`config.mk`:
```
export PLATFORM = sky130hd
export DESIGN_NAME = peripheral_dbg_pu_riscv_cpu_arbiter
export DESIGN_NICKNAME = d
export VERILOG_FILES = /design/src/rtl/peripheral_dbg_pu_riscv_pkg.sv /design/src/rtl/peripheral_dbg_pu_riscv_rr_arbiter.sv /design/src/rtl/peripheral_dbg_pu_riscv_cpu_arbiter.sv
export SDC_FILE = /design/constraint.sdc
export NUM_CORES = 1
export LEC_CHECK = 0
export CAP_MARGIN = 5
export CORE_AREA = 2 2 533 535
export CTS_CLUSTER_SIZE = 30
export DETAILED_ROUTE_END_ITERATION = 6
export DIE_AREA = 0 0 535 537
export GPL_TIMING_DRIVEN = 0
export SYNTH_ARGS = -nofsm -noshare
export SYNTH_HDL_FRONTEND = slang
export SYNTH_SLANG_ARGS = --single-unit
```
`constraint.sdc`:
```
create_clock -name cpu_clk_i -period 2.27 [get_ports cpu_clk_i]
set_input_delay 0.454 -clock cpu_clk_i [delete_from_list [all_inputs] [get_ports cpu_clk_i]]
set_output_delay 0.454 -clock cpu_clk_i [all_outputs]
set_load 0.01 [all_outputs]
```
`src/rtl/peripheral_dbg_pu_riscv_pkg.sv`:
```
// Shared definitions for the debug-unit CPU port arbiter: FSM states and default sizing.
package peripheral_dbg_pu_riscv_pkg;

    localparam int DBG_NUM_CORES = 32;
    localparam int DBG_TIMEOUT   = 255;

    typedef enum logic [1:0] {
        ST_IDLE   = 2'd0,
        ST_ACCESS = 2'd1,
        ST_RESP   = 2'd2
    } dbg_arb_state_e;

    // Index width that never collapses to zero bits for single-entry sets.
    function automatic int idx_width(input int n);
        return (n > 1) ? $clog2(n) : 1;
    endfunction

endpackage

```
`src/rtl/peripheral_dbg_pu_riscv_rr_arbiter.sv`:
```
// Round-robin selector: picks the first requester above the last grantee, wrapping to bit 0.
module peripheral_dbg_pu_riscv_rr_arbiter #(
    parameter int NUM_REQ = 2
) (
    input  logic [NUM_REQ-1:0] req,
    input  logic [NUM_REQ-1:0] last_gnt,
    output logic [NUM_REQ-1:0] gnt
);

    logic [NUM_REQ-1:0] hi_mask;
    logic [NUM_REQ-1:0] masked;

    // An all-zero last_gnt yields an empty mask, so priority falls back to bit 0.
    always_comb begin
        hi_mask = ~((last_gnt - NUM_REQ'(1)) | last_gnt);
        masked  = req & hi_mask;
        if (masked != '0) begin
            gnt = masked & (~masked + NUM_REQ'(1));
        end else begin
            gnt = req & (~req + NUM_REQ'(1));
        end
    end

endmodule

```
`src/rtl/peripheral_dbg_pu_riscv_cpu_arbiter.sv`:
```
// Shares one CPU debug port among several requesters: round-robin grant, single access, timed response.
module peripheral_dbg_pu_riscv_cpu_arbiter
    import peripheral_dbg_pu_riscv_pkg::*;
#(
    parameter int  NUM_CORES      = DBG_NUM_CORES,
    parameter int  NUM_REQ        = 2,
    parameter int  CPU_ADDR_WIDTH = 32,
    parameter int  CPU_DATA_WIDTH = 32,
    parameter int  TIMEOUT        = DBG_TIMEOUT,
    localparam int CW             = idx_width(NUM_CORES)
) (
    input  logic                                     cpu_clk_i,
    input  logic                                     cpu_rstn_i,
    input  logic [NUM_REQ-1:0]                       req_i,
    input  logic [NUM_REQ-1:0][CW-1:0]               req_core_i,
    input  logic [NUM_REQ-1:0][CPU_ADDR_WIDTH-1:0]   req_addr_i,
    input  logic [NUM_REQ-1:0][CPU_DATA_WIDTH-1:0]   req_data_i,
    input  logic [NUM_REQ-1:0]                       req_we_i,
    output logic [NUM_REQ-1:0]                       gnt_o,
    output logic [NUM_REQ-1:0]                       rsp_valid_o,
    output logic [CPU_DATA_WIDTH-1:0]                rsp_data_o,
    output logic                                     rsp_err_o,
    output logic [CPU_ADDR_WIDTH-1:0]                cpu_addr_o,
    output logic [CPU_DATA_WIDTH-1:0]                cpu_data_o,
    output logic [NUM_CORES-1:0]                     cpu_stb_o,
    output logic [NUM_CORES-1:0]                     cpu_we_o,
    input  logic [NUM_CORES-1:0][CPU_DATA_WIDTH-1:0] cpu_data_i,
    input  logic [NUM_CORES-1:0]                     cpu_ack_i
);

    localparam int TW = idx_width(TIMEOUT + 1);

    dbg_arb_state_e              state_q;
    logic [NUM_REQ-1:0]          last_gnt_q;
    logic [NUM_REQ-1:0]          owner_q;
    logic [NUM_REQ-1:0]          win;
    logic [TW-1:0]               cnt_q;
    logic                        we_q;
    logic [CW-1:0]               sel_core;
    logic [CPU_ADDR_WIDTH-1:0]   sel_addr;
    logic [CPU_DATA_WIDTH-1:0]   sel_data;
    logic                        sel_we;
    logic [NUM_CORES-1:0]        sel_dec;
    logic [NUM_CORES-1:0]        ack_hit;
    logic [CPU_DATA_WIDTH-1:0]   ack_data;
    logic                        timeout_hit;

    peripheral_dbg_pu_riscv_rr_arbiter #(
        .NUM_REQ (NUM_REQ)
    ) u_rr (
        .req      (req_i),
        .last_gnt (last_gnt_q),
        .gnt      (win)
    );

    always_comb begin
        sel_core = '0;
        sel_addr = '0;
        sel_data = '0;
        sel_we   = 1'b0;
        for (int r = 0; r < NUM_REQ; r++) begin
            if (win[r]) begin
                sel_core = req_core_i[r];
                sel_addr = req_addr_i[r];
                sel_data = req_data_i[r];
                sel_we   = req_we_i[r];
            end
        end
    end

    // Out-of-range core indices decode to no strobe at all; an empty strobe marks the access invalid.
    always_comb begin
        sel_dec = '0;
        for (int i = 0; i < NUM_CORES; i++) begin
            sel_dec[i] = (sel_core == CW'(i));
        end
    end

    // The live strobe doubles as the core select, so stray acks and acks outside ACCESS drop out here.
    always_comb begin
        ack_hit  = cpu_ack_i & cpu_stb_o;
        ack_data = '0;
        for (int i = 0; i < NUM_CORES; i++) begin
            if (ack_hit[i]) begin
                ack_data = cpu_data_i[i];
            end
        end
        timeout_hit = (int'(cnt_q) >= TIMEOUT - 1);
    end

    always_ff @(posedge cpu_clk_i or negedge cpu_rstn_i) begin
        if (!cpu_rstn_i) begin
            state_q     <= ST_IDLE;
            last_gnt_q  <= '0;
            owner_q     <= '0;
            cnt_q       <= '0;
            we_q        <= 1'b0;
            gnt_o       <= '0;
            rsp_valid_o <= '0;
            rsp_data_o  <= '0;
            rsp_err_o   <= 1'b0;
            cpu_addr_o  <= '0;
            cpu_data_o  <= '0;
            cpu_stb_o   <= '0;
            cpu_we_o    <= '0;
        end else begin
            gnt_o       <= '0;
            rsp_valid_o <= '0;
            case (state_q)
                ST_IDLE: begin
                    if (|req_i) begin
                        state_q    <= ST_ACCESS;
                        gnt_o      <= win;
                        owner_q    <= win;
                        last_gnt_q <= win;
                        cpu_addr_o <= sel_addr;
                        cpu_data_o <= sel_data;
                        we_q       <= sel_we;
                        cpu_stb_o  <= sel_dec;
                        cpu_we_o   <= sel_dec & {NUM_CORES{sel_we}};
                        cnt_q      <= '0;
                    end
                end
                ST_ACCESS: begin
                    if (cpu_stb_o == '0) begin
                        state_q     <= ST_RESP;
                        rsp_valid_o <= owner_q;
                        rsp_err_o   <= 1'b1;
                        rsp_data_o  <= '0;
                    end else if (|ack_hit) begin
                        state_q     <= ST_RESP;
                        rsp_valid_o <= owner_q;
                        rsp_err_o   <= 1'b0;
                        rsp_data_o  <= we_q ? '0 : ack_data;
                        cpu_stb_o   <= '0;
                        cpu_we_o    <= '0;
                    end else if (timeout_hit) begin
                        state_q     <= ST_RESP;
                        rsp_valid_o <= owner_q;
                        rsp_err_o   <= 1'b1;
                        rsp_data_o  <= '0;
                        cpu_stb_o   <= '0;
                        cpu_we_o    <= '0;
                    end else if (int'(cnt_q) < TIMEOUT) begin
                        cnt_q <= cnt_q + TW'(1);
                    end
                end
                ST_RESP: begin
                    state_q <= ST_IDLE;
                end
                default: begin
                    state_q <= ST_IDLE;
                end
            endcase
        end
    end

endmodule

```
-- Yosys cells after proc, flatten, opt, wreduce, memory -nomap -nowiden
Cells that the tools add are included.
- bits in registers: 178
- word-level logic and storage cells: 150
- input bits: 1200
- muxes and demuxes: 71
- bitwise gates (word level): 9
- eq/ne operators: 39
- $add $sub $neg: 4
- $lt $le $gt $ge: 2
- reduce and logical (&&, ||, !) cells: 13
- operators by type and width (kind ; count):
    2-to-1 mux 32 bit ; 44
    one-hot mux 32 bit (2 select lines) ; 2
    equality test 5 bit, second input constant ; 16
    AND 32 bit ; 2
    equality test 5 x 4 -> 1 bit, second input constant ; 8
    2-to-1 mux 8 bit ; 5
    logical NOT 32 bit ; 1
    OR reduction 32 bit ; 1
    2-to-1 mux 2 bit ; 11
    equality test 5 x 3 -> 1 bit, second input constant ; 4
    one-hot mux 8 bit (2 select lines) ; 1
    equality test 5 x 2 -> 1 bit, second input constant ; 2
    2-to-1 mux 5 bit ; 2
    inequality test 2 bit, second input constant ; 5
    adder 8 x 1 -> 8 bit, second input constant ; 1
    greater-or-equal comparator 8 bit, second input constant ; 1
    < comparator 8 bit, second input constant ; 1
    AND 2 bit ; 3
    inverter 2 bit ; 3
    AND reduction 2 bit ; 3
    AND reduction 6 bit ; 1
    equality test 5 x 1 -> 1 bit, second input constant ; 1
    logical NOT 5 bit ; 1
    2-to-1 mux 1 bit ; 5
    12 further kinds ; 14

-- Longest topological paths before layout
- word-level depth: 36
- depth in mapped cells: 10
- depth with buffers taken out: 7

-- Modules after synthesis
A second synthesis with hierarchy kept.
- cell total of the unflattened synthesis: 2584
- area, all modules: 18196.2 um^2
- by module, submodules not included (module ; instances ; sequential area each (um^2) ; area each (um^2) ; cells each):
    peripheral_dbg_pu_riscv_cpu_arbiter ; 1 ; 4454.3 ; 18166.2 ; 2580
    peripheral_dbg_pu_riscv_rr_arbiter ; 1 ; 0.0 ; 30.0 ; 4

-- Least setup slack after synthesis
No wires, ideal clock.
- path type: register to register
- start: reg cpu_stb_o[31]
- end: reg rsp_data_o[21]
- required time: 2135 ps
- data arrival time: 2135 ps
- cell stages (with the launch flop): 11
- path slack: 0 ps
- cell sequence: dfrtp_1 and2_1 buf_2 or3_1 nor4_4 a21oi_1 nand2b_1 buf_2 buf_4 a2bb2oi_1 o31ai_1
- cells in the longest elaborated chain, start to end: 5
- ends and longest elaborated chain (item ; RTL line ; text):
    start, declared ; peripheral_dbg_pu_riscv_cpu_arbiter.sv:25 ; output logic [NUM_CORES-1:0] cpu_stb_o,
    start signal, assigned ; peripheral_dbg_pu_riscv_cpu_arbiter.sv:119 ; cpu_stb_o <= sel_dec;
    parallel branches: the longest is 5 deep, another holds AND 32 bit ; - ;
    end signal, assigned ; peripheral_dbg_pu_riscv_cpu_arbiter.sv:134 ; rsp_data_o <= we_q ? '0 : ack_data;
    end, declared ; peripheral_dbg_pu_riscv_cpu_arbiter.sv:21 ; output logic [CPU_DATA_WIDTH-1:0] rsp_data_o,
Parallel ways; which one is timed is not known.
A chain may end at the register's enable or synchronous reset.

-- Worst setup path in the final report
- start: reg cpu_stb_o[6]
- end: reg rsp_data_o[25]
- cells in the longest elaborated chain, start to end: 30
- ends and longest elaborated chain (item ; RTL line ; text):
    AND 32 bit ; peripheral_dbg_pu_riscv_cpu_arbiter.sv:81 ; ack_hit = cpu_ack_i & cpu_stb_o;
    2-to-1 mux 32 bit (26 in a row) ; peripheral_dbg_pu_riscv_cpu_arbiter.sv:84 ; if (ack_hit[i]) begin
    2-to-1 mux 32 bit ; peripheral_dbg_pu_riscv_cpu_arbiter.sv:134 ;
    2-to-1 mux 32 bit ; peripheral_dbg_pu_riscv_cpu_arbiter.sv:130 ; end else if (|ack_hit) begin
    2-to-1 mux 32 bit ; peripheral_dbg_pu_riscv_cpu_arbiter.sv:125 ; if (cpu_stb_o == '0) begin
Parallel ways exist; a longest one is shown, timed or not.

==> flow_summary.ini <==
[placement]
gp_congestion = 1.00
hpwl_um = 291000
port_buffers = 1363

[detailed_routing]
wl_um = 327000
drt_first_pass_iters = 7
drc = 9
drtIter0Drc = 4207
vias_per_cell = 4.12
wl_per_cell_um = 42.1
antenna_left = 0
vias = 31988

[clock_network]
cts_root_buf = clkbuf_16
clk_pin_slew_ns = 0.10
cts_buffers = 17
cts_tree = done
cts.sinks = 178
clockBufferDepth = 2
insertion_delay_ns = 0.55
htree_levels = 4

[timing]
rsz0062_at_grt = yes
maxSlewViolCount = 0
period_needed_ns = 3.31
fmax_ghz = 0.302
setup_tns_ns = -80.40
worst_pin_slew_ns = 1.40
finalHoldViolations = 0
clock_skew_ns = 0.0318
final.period_utilization = 1.46
setup_viol = 109
relSlewSlack = 0.0596
final.setup.worst_slack_ns = -1.04

[logic_synthesis]
yosys.cell_types.count = 59
syn_inst = 2427
synth_area_um2 = 17600
ys_ff_latch = 178
async_flop_share = 1.00
synth-edff-count = 0
ys_seq_area_frac = 0.253
synth_nets = 3629
synthFlopType = dfrtp_1
syn_avg_cell_area_um2 = 7.26
synth_warnings = 0

[critical_path]
path_class = flop to flop
cp.required_ns = 2.70
cp.depth = 8
critical-path-slowest-cell = o211ai_1
critPathMaxStageDelay_ns = 1.13
cp_top_family = compound AO/OA/AOI/OAI gates
r2r-start = cpu_stb_o[6]
r2r_end = rsp_data_o[25]
endpoint = rsp_data_o[25]
r2r_cells = 8
critPathLaunch = cpu_stb_o[6]
critical_path_arrival_ns = 3.74
crit_chain = and2_4, clkbuf_16, a22oi_2, nand3_2, o211ai_1, nand2_2, a21oi_2, o31ai_1
crit_path_end_kind = flop
crit_fanout = 5
critPathBufInv = 1
reg2reg_slack_ns = -1.04
startpoint_type = flop

[hold_path]
holdPathStages = 2
hold_class = flop to flop
hp-start = cpu_data_o[4]

[run_status]
violations = DRC, setup timing
status = finished, violations left

[floorplanning]
rows = 195
start_util = 0.0627
core_um2 = 281000
die_h_um = 537
dieArea_um2 = 287000
io_pins = 1365
die_w_um = 535

[grt]
grt_max_degree = 106
antenna_found_initial = 262
grt_pass1_wl_um = 389000
track_usage = 0.217
overflow = 0
grt_pass1_vias = 30433

[pwr]
p_per_area_nw_per_um2 = 843
p_leak_uw = 0.0139
peakVddDrop_mv = 1.12
p_total_uw = 33700

[run]
max_cap_violations = 0

[layout]
drive_gt1_frac = 0.145
layout_commonest_cell = clkdlybuf4s50_1
mostFrequentLayoutCells = 1,330 x clkdlybuf4s50_1, 201 x nand2_1, 186 x nand3_1, 148 x dfrtp_1, 136 x o21ai_0
nets = 5101
fin_util = 0.142
synthToLayoutAreaGrowth_pct = 126
## cell families after synthesis
family / synth area share
DFF: 0.253
and+or+nand+nor: 0.225
buffers and inverters: 0.0796
adders and majority gates: 0.00142
AOI/OAI and AO/OA: 0.437
xor gates and xnor gates: 0.00249
muxes: 0.00114
## synthesized netlist by cell type (all sizes together) (62+ instances only)
cell type | number | share of area
a222oi | 64 | 0.036
a221oi | 62 | 0.031
a21oi | 100 | 0.028
a31oi | 64 | 0.023
nand3 | 201 | 0.057
nor3 | 131 | 0.037
o22ai | 124 | 0.044
nor2 | 83 | 0.018
and3 | 97 | 0.034
nand2 | 245 | 0.052
o21ai | 174 | 0.050
inv | 71 | 0.015
a22oi | 98 | 0.042
clkbuf | 239 | 0.051
dfrtp | 178 | 0.25
## metrics by stage
stage / hold WS [ns] / setup WS, ns / instance area, um^2 / instances
finish: 0.497 / -1.04 / 39900 / 7769
global route: 0.500 / -0.844 / 39700 / 7700
CTS: 0.480 / -0.978 / 39200 / 7652
detailed placement: 0.474 / -3.58 / 36300 / 7556
global placement: 0.466 / -8.01 / 36000 / 7533
floorplan: 0.158 / 0.000491 / 17600 / 2427
## layer usage
metal,part of all wire,up-vias,global-route usage
li1,-,12855,-
met1,0.34,15661,0.225
met2,0.47,2675,0.365
met3,0.14,643,0.111
met4,0.054,154,0.0967
met5,0.0031,-,0
## repair_timing
action / CTS / global route
cloned: 4 / 0
pin swaps: 86 / 70
setup buffers: 73 / 9
endpoints found under the setup margin: 216 / 169
resized for setup: 535 / 179
hold buffers: 1 / 0
endpoints found under the hold margin: 73 / 0
## how the worst min path moves through the flow
stage / slack (ns) / end
after floorplan: 0.16 / cnt_q[0]
after global placement: 0.47 / cpu_we_o[28]
after detailed placement: 0.47 / cpu_we_o[12]
after CTS: 0.48 / cpu_data_o[6]
after global routing: 0.50 / cpu_data_o[6]
final: 0.50 / cpu_data_o[4]
## registers in the layout, summed over array words and instances, names as in the netlist
register	flops
cpu_addr_o	32
cpu_data_o	32
cpu_stb_o	32
cpu_we_o	32
rsp_data_o	32
cnt_q	8
gnt_o	2
owner_q	2
rsp_valid_o	2
state_q	2
rsp_err_o	1
we_q	1
## report_power, final
group          leakage [uW]  internal [uW]  total, uW  switching (uW)
logic                0.0113           9190      24700           15500
clock network      0.000294           1520       3540            2020
registers           0.00231           4180       5440            1270
## tightest hold or removal path, delay by kind of cell (launching register included)
kind,cells,cell delay (ns)
AOI/OAI and AO/OA,1,0.06
buffers and inverters,1,0.06
DFF,1,0.35
## layout make-up
cell class / instances / area [um^2]
fill: 32267 / 241000
timing repair buffer: 1472 / 14800
multi-input combinational: 1898 / 13200
tap: 3743 / 4680
sequential: 178 / 4520
buffer: 261 / 1590
clock buffer: 18 / 439
antenna: 114 / 285
inverter: 71 / 269
clock inverter: 14 / 165
Power figures use the tool's default switching activity.
